### src/rtl/cpu_datapath_pkg.sv
// Shared constants for the datapath and the control unit: register widths and ALU opcodes.
package cpu_datapath_pkg;

    localparam int ADDR_W = 16;
    localparam int DATA_W = 8;

    localparam logic [3:0] ALU_ADD  = 4'b0000;
    localparam logic [3:0] ALU_SUB  = 4'b0001;
    localparam logic [3:0] ALU_INC  = 4'b0010;
    localparam logic [3:0] ALU_ZERO = 4'b0011;
    localparam logic [3:0] ALU_AND  = 4'b0100;
    localparam logic [3:0] ALU_OR   = 4'b0101;
    localparam logic [3:0] ALU_XOR  = 4'b0110;
    localparam logic [3:0] ALU_NOT  = 4'b0111;

endpackage

### src/rtl/cpu_alu.sv
// Combinational 8-bit ALU; carries are dropped and unknown opcodes pass A through.
module cpu_alu
    import cpu_datapath_pkg::*;
(
    input  logic [DATA_W-1:0] a,
    input  logic [DATA_W-1:0] b,
    input  logic [3:0]        alus,
    output logic [DATA_W-1:0] y
);

    always_comb begin
        y = a;
        case (alus)
            ALU_ADD:  y = a + b;
            ALU_SUB:  y = a - b;
            ALU_INC:  y = a + 8'd1;
            ALU_ZERO: y = '0;
            ALU_AND:  y = a & b;
            ALU_OR:   y = a | b;
            ALU_XOR:  y = a ^ b;
            ALU_NOT:  y = ~a;
            default:  y = a;
        endcase
    end

endmodule

### src/rtl/cpu_datapath.sv
// Accumulator-CPU datapath: prioritised 16-bit internal bus, architectural registers,
// ALU instance and a sticky bus-contention flag.
module cpu_datapath
    import cpu_datapath_pkg::*;
(
    input  logic              clk,
    input  logic              rst,
    input  logic              arload,
    input  logic              pcload,
    input  logic              pcinc,
    input  logic              drload,
    input  logic              trload,
    input  logic              irload,
    input  logic              rload,
    input  logic              acload,
    input  logic              zload,
    input  logic              pcbus,
    input  logic              drhbus,
    input  logic              drlbus,
    input  logic              trbus,
    input  logic              rbus,
    input  logic              acbus,
    input  logic              zbus,
    input  logic              membus,
    input  logic              busmem,
    input  logic [3:0]        alus,
    input  logic [DATA_W-1:0] mem_rdata,
    output logic [ADDR_W-1:0] mem_addr,
    output logic [DATA_W-1:0] mem_wdata,
    output logic [DATA_W-1:0] ir,
    output logic              z,
    output logic [ADDR_W-1:0] pc,
    output logic [ADDR_W-1:0] ar,
    output logic [DATA_W-1:0] ac,
    output logic [DATA_W-1:0] r,
    output logic              bus_conflict
);

    logic [DATA_W-1:0] dr;
    logic [DATA_W-1:0] tr;
    logic [ADDR_W-1:0] bus;
    logic [DATA_W-1:0] alu_y;
    logic [6:0]        srcs;
    logic              multi_src;

    cpu_alu u_alu (
        .a    (ac),
        .b    (r),
        .alus (alus),
        .y    (alu_y)
    );

    always_comb begin
        bus = '0;
        if (membus)
            bus = {8'h00, mem_rdata};
        else if (pcbus)
            bus = pc;
        else if (drhbus || trbus)
            bus = {drhbus ? dr : 8'h00, trbus ? tr : 8'h00};
        else if (drlbus)
            bus = {8'h00, dr};
        else if (rbus)
            bus = {8'h00, r};
        else if (acbus)
            bus = {8'h00, ac};
        else if (zbus)
            bus = {15'b0, z};
    end

    // drhbus/trbus together form one source; clearing the lowest set bit leaves
    // something behind only when two or more sources are active.
    assign srcs      = {membus, pcbus, drhbus | trbus, drlbus, rbus, acbus, zbus};
    assign multi_src = (srcs & (srcs - 7'd1)) != 7'd0;

    assign mem_addr  = ar;
    assign mem_wdata = busmem ? bus[DATA_W-1:0] : 8'h00;

    always_ff @(posedge clk) begin
        if (rst) begin
            pc           <= '0;
            ar           <= '0;
            dr           <= '0;
            tr           <= '0;
            ir           <= '0;
            r            <= '0;
            ac           <= '0;
            z            <= 1'b0;
            bus_conflict <= 1'b0;
        end else begin
            if (arload) ar <= bus;
            if (pcload)
                pc <= bus;
            else if (pcinc)
                pc <= pc + 16'd1;
            if (drload) dr <= bus[DATA_W-1:0];
            if (trload) tr <= dr;
            if (irload) ir <= dr;
            if (rload)  r  <= bus[DATA_W-1:0];
            if (acload) ac <= membus ? bus[DATA_W-1:0] : alu_y;
            if (zload)  z  <= (alu_y == 8'h00);
            if (multi_src) bus_conflict <= 1'b1;
        end
    end

endmodule

### config.mk
export PLATFORM = sky130hd
export DESIGN_NAME = cpu_datapath
export DESIGN_NICKNAME = d
export VERILOG_FILES = /design/src/rtl/cpu_datapath_pkg.sv /design/src/rtl/cpu_alu.sv /design/src/rtl/cpu_datapath.sv
export SDC_FILE = /design/constraint.sdc
export NUM_CORES = 1
export LEC_CHECK = 0
export BUFFER_PORTS_ARGS = -buffer_cell sky130_fd_sc_hd__buf_2
export CAP_MARGIN = 40
export CORE_MARGIN = 10
export CORE_UTILIZATION = 45
export CTS_BUF_LIST = sky130_fd_sc_hd__clkbuf_16
export DETAILED_ROUTE_END_ITERATION = 12
export PLACE_DENSITY = 0.68
export SLEW_MARGIN = 30
export SYNTH_ARGS = -nofsm -noshare
export SYNTH_HDL_FRONTEND = slang
export SYNTH_HIERARCHICAL = 1
export SYNTH_SLANG_ARGS = --single-unit
export TNS_END_PERCENT = 100
### constraint.sdc
create_clock -name clk -period 4.3 [get_ports clk]
set_input_delay 0.43 -clock clk [delete_from_list [all_inputs] [get_ports clk]]
set_output_delay 0.43 -clock clk [all_outputs]
set_load 0.01 [all_outputs]
### Word-level counts from Yosys, hierarchy flattened

Index checks and enable logic that the tools add are counted.

* output and inout port bits: 82
* logic and storage cells: 46
* input port bits: 32
* register bits: 74

* bitwise operators: 6
* muxes and demuxes: 14
* equality and inequality tests: 7
* add/subtract/negate cells: 5
* reductions and logical operators: 5

Operators by type and width (number)
* $mux W16: 5
* $pmux W8 S8: 1
* $mux W8: 7
* $add A16 B1 Y16 const B: 1
* $eq A4 B3 Y1 const B: 4
* $add A8 B1 Y8 const B: 1
* $add A8 B8 Y8: 1
* $and A8 B8 Y8: 1
* $eq A4 B2 Y1 const B: 2
* $logic_not A8 Y1: 1
* $not A8 Y8: 1
* $or A8 B8 Y8: 1
* $sub A8 B8 Y8: 1
* $xor A8 B8 Y8: 1
* $and A7 B7 Y7: 1
* $reduce_bool A7 Y1: 1
* $sub A7 B1 Y7 const B: 1
* $eq A4 B1 Y1 const B: 1
* $logic_not A4 Y1: 1
* $reduce_bool A2 Y1: 1
* $logic_or A1 B1 Y1: 1
* $mux W1: 1
* $or A1 B1 Y1: 1

### Depth between registers and ports, before layout

* word-level depth: 8
* mapped depth: 15
* mapped depth without buffers: 15

### Modules after synthesis

The synthesis kept the hierarchy.

Modules (own cells, without submodules)
* cpu_datapath: times used 1, area each 3823.7 sq um, cells each 454, seq. area each 1481.4 sq um
* cpu_alu: times used 1, area each 1211.2 sq um, cells each 169, seq. area each 0.0 sq um

### Worst setup path before layout

No wires, ideal clock.

* path kind: in2reg
* from: input alus[1]
* to: register ac[7]
* data required time: 4.214 ns
* path slack: 1.121 ns
* path buffers: 2
* arrival: 3.093 ns
* cell stages on the path: 13
* library setup time: 0.086 ns
* path through: buf_2 > or4b_1 > clkbuf_1 > nand3_1 > o21ai_0 > ha_1 > a21o_1 > a211o_1 > o22ai_1 > xnor3_1 > o221ai_2 > mux2i_1 > a211oi_1

* cells in the longest elaborated chain, start to end: 3
* elaborated cells on any way between the ends: 10
* classes of those cells: 7 x eq/ne; 2 x mux; 1 x reduce/logical

Ends and longest elaborated chain
* from (decl): RTL line cpu_datapath.sv:26 `input logic [3:0] alus,`
* $eq A4 B3 Y1 (tied with other cells): RTL line cpu_alu.sv:13 `case (alus)`
* $pmux W8 S8 *: RTL line cpu_alu.sv:13
* net alu_y[7]: RTL line cpu_datapath.sv:42 `logic [DATA_W-1:0] alu_y;`
* $mux W8 *: RTL line cpu_datapath.sv:100 `if (acload) ac <= membus ? bus[DATA_W-1:0] : alu_y;`
* to (signal assigned): RTL line cpu_datapath.sv:100
* to (decl): RTL line cpu_datapath.sv:34 `output logic [DATA_W-1:0] ac,`

The timed path passes the listed nets; every way through them passes the cells marked *.
A chain may end at the register's enable or synchronous reset.

### Worst setup path in the final report

* from: register r[0]
* to: register ac[7]

* cells in the longest elaborated chain, start to end: 3
* elaborated cells on any way between the ends: 4
* classes of those cells: 2 x add/sub; 2 x mux

Ends and longest elaborated chain
* from (decl): RTL line cpu_datapath.sv:35 `output logic [DATA_W-1:0] r,`
* from (signal assigned): RTL line cpu_datapath.sv:99 `if (rload) r <= bus[DATA_W-1:0];`
* $sub A8 B8 Y8 / $add A8 B8 Y8 (equally long branches): RTL line cpu_alu.sv:15, cpu_alu.sv:14
* $pmux W8 S8 *: RTL line cpu_alu.sv:13
* net alu_y[7]: RTL line cpu_datapath.sv:42
* $mux W8 *: RTL line cpu_datapath.sv:100

Marks and branches as above.

==> results.py <==
metrics = {
    "power_and_ir_drop": {
        "powerDensity_nw_per_um2": 351,
        "p_leak_uw": 0.00253,
        "peakVddDrop_v": 0.000245,
        "power_uw": 2040,
    },
    "synthesis": {
        "synth_top_cells_by_area": "dfxtp_1 29%, mux2i_1 6.8%, ha_1 6.7%, a21oi_1 5.1%, nand2_1 4.9%",
        "synth_ff_type": "dfxtp_1",
        "synth_nets": 683,
        "yosys_register_bits": 74,
        "synthCells": 623,
        "yosys.cell_types.count": 69,
        "yosys.area.top_type": "dfxtp_1",
        "synth_most_common_cell": "dfxtp_1",
        "synthArstFlopShare": 0,
        "synth_edf_count": 0,
        "synth_top_cell_area_share": 0.294,
        "synth.cells.most_frequent": "74 x dfxtp_1, 66 x nand2_1, 51 x a21oi_1, 51 x nor2_1, 38 x inv_1",
        "synth_warnings": 6,
        "syn_avg_cell_area_um2": 8.08,
        "synth_area_um2": 5030,
        "ys_seq_area_frac": 0.294,
    },
    "floorplan": {
        "fp-row-count": 38,
        "core_um2": 10900,
        "die_h_um": 126,
        "num_io_pins": 114,
        "initial_core_util": 0.462,
        "die_w_um": 126,
        "dieArea_um2": 15800,
    },
    "setup_path": {
        "max_stage_delay_ns": 0.52,
        "path_cells": "inv_1 -> ha_1 -> nand3_1 -> nand2_1 -> o21ai_0 -> ha_1 -> a21o_1 -> a211o_1 -> o22ai_1 -> xnor3_1 -> o221ai_2 -> mux2i_1 -> a211oi_1",
        "worstSetupStartpointType": "register",
        "path_class": "reg -> reg",
        "crit_buf_inv": 1,
        "arrival_ns": 3.65,
        "crit_required_ns": 4.54,
        "cp_common_cell": "ha_1",
        "crit_family": "compound AO/OA/AOI/OAI gates",
        "path_max_fanout": 7,
        "rrSetupSlack_ns": 0.89,
        "rr_startpoint": "r[0]$_SDFFE_PP0P_",
        "critPathCaptureType": "register",
        "crit_slowest_cell": "dfxtp_1",
        "worstRegToRegCells": 13,
        "worstReg2RegEnd": "ac[7]$_SDFFE_PP0P_",
    },
    "routing": {
        "drt-vias-per-instance": 5.93,
        "wl_met3_mm": 1.03,
        "avgRoutedWirePerCell_um": 19.4,
        "met1_length_mm": 6.89,
        "drt-initial-drc-count": 408,
        "wirelength_mm": 16.2,
        "drc": 0,
        "top_layer": "met4",
        "final_antenna_net_count": 0,
        "vias": 4962,
        "route.met2.wl_mm": 7.83,
        "dr.pass1.iters": 5,
    },
    "global_routing": {
        "grt_pass1_wl_mm": 26.0,
        "overflow": 0,
        "grt_max_degree": 65,
        "grt_pass1_vias": 4990,
        "antenna_found_initial": 1,
        "track_usage": 0.195,
    },
    "clocking": {
        "path_clk_slew_ns": 0.06,
        "cts_buffers": 9,
        "htree_num_levels": 3,
        "postCtsSetupRepairBufs": 0,
        "clkSinkCount": 74,
        "root_buffer": "clkbuf_16",
        "cts.path.max_buffers": 2,
        "postCtsHoldBufs": 0,
        "postCtsResizedCells": 0,
        "cts_tree": "done",
        "clk_latency_ns": 0.34,
    },
    "layout": {
        "drive_above_1_share": 0.218,
        "final_cells": 837,
        "fill_cells": 1064,
        "final_core_util": 0.534,
        "fin_nets": 752,
        "syn_to_final_growth_pct": 15.5,
    },
    "placed_design": {
        "place_congestion": 0.885,
        "dp_hpwl_mm": 11.8,
        "dp.cells": 821,
        "port_buffers": 113,
        "place_ws_ns": 0.596,
    },
    "min_path": {
        "hold_depth": 2,
        "hold_path_class": "in -> reg",
        "min_to": "r[0]$_SDFFE_PP0P_",
        "hp-start": "rload",
    },
    "sta": {
        "worst_pin_slew_ns": 0.777,
        "fmax_mhz": 293,
        "relSlewSlack": 0.482,
        "setup_viol": 0,
        "rsz0062_at_grt": "false",
        "slew_violations": 0,
        "min_period_over_period": 0.792,
        "fin_skew_ns": 0.00827,
        "fin_ws_ns": 0.893,
        "setup_tns_ns": 0,
        "fin_crit_ns": 3.41,
        "finalHoldViolations": 0,
    },
    "outcome": {
        "status": "finished clean",
    },
    "flow_run": {
        "maxCapViolations": 0,
    },
}
cell type report:
type                       count  area (um^2)  share of cell area
antenna                        1         2.50            0.000430
clock buffer                   9          225              0.0387
clock inverter                 6          108              0.0185
multi-input combinational    452         3090               0.532
sequential                    74         1480               0.255
inverter                      40          150              0.0258
timing repair buffer         115          581              0.0998
tap                          140          175              0.0301
sequential cells by signal, indices dropped and copies added, names as in the netlist:
register / count
pc: 16
z: 1
ac: 8
ar: 16
dr: 8
bus_conflict: 1
ir: 8
tr: 8
r: 8
metal layers:
layer	vias to the layer above	track usage
li1	2373	-
met1	2349	0.233
met2	201	0.332
met3	39	0.0440
met4	0	0.0784
met5	-	0
logic make-up (layout without fill, tap and decap cells):
logic type | after synthesis | after routing | share of synthesized area
flip-flops | 74 | 74 | 0.294
multiplexers | 36 | 36 | 0.0743
XOR/XNOR | 14 | 14 | 0.0271
adder cells (fa/ha/maj) | 28 | 28 | 0.0711
AND/OR/NAND/NOR | 193 | 193 | 0.194
buffers and inverters | 97 | 170 | 0.0917
other | 0 | 1 | 0
AO/OA/AOI/OAI | 181 | 181 | 0.248
where the power goes:
part / internal (uW) / switching, uW / total [uW]
combinational: 156 / 242 / 398
sequential: 725 / 67.4 / 792
clock: 561 / 290 / 852
total: 1440 / 600 / 2040
cells in the final DEF (no fill, tap or decap), drive strengths merged, types with 3 or more instances in the layout:
master,n
nand3b,13
or3,3
a32oi,4
xor2,3
a22o,3
o41ai,3
a221oi,5
o31ai,6
buf,115
dfxtp,74
o211ai,3
clkinv,4
xnor2,10
o21ai,35
inv,39
clkbuf,9
nor4,7
nand2b,3
nor2,51
o32ai,7
a211o,3
or4,3
mux2i,34
nand3,11
a21oi,55
o22ai,21
ha,27
a2111oi,6
nand2,66
nand4,7
nor4b,3
nor2b,9
a211oi,21
nor3,8
bufinv,3
through the flow:
| step | hold WS (ns) | area [um^2] |
|---|---|---|
| after detailed placement | 0.475 | 5480 |
| after global routing | 0.372 | 5810 |
| after CTS | 0.340 | 5810 |
| final | 0.345 | 5810 |
| after floorplan | 0.460 | 5030 |
| after global placement | 0.468 | 5480 |
how the worst max path moves through the flow:
stage                           start                 end  cells after the start
finish              r[0]$_SDFFE_PP0P_  ac[7]$_SDFFE_PP0P_                     13
detailed placement            alus[3]      z$_SDFFE_PP0P_                     13
CTS                 r[0]$_SDFFE_PP0P_  ac[7]$_SDFFE_PP0P_                     13
global route                  alus[3]      z$_SDFFE_PP0P_                     13
floorplan                     alus[1]  ac[7]$_SDFFE_PP0P_                     13
global placement              alus[3]      z$_SDFFE_PP0P_                     13
Note: power is estimated with default switching activity, not from simulation.
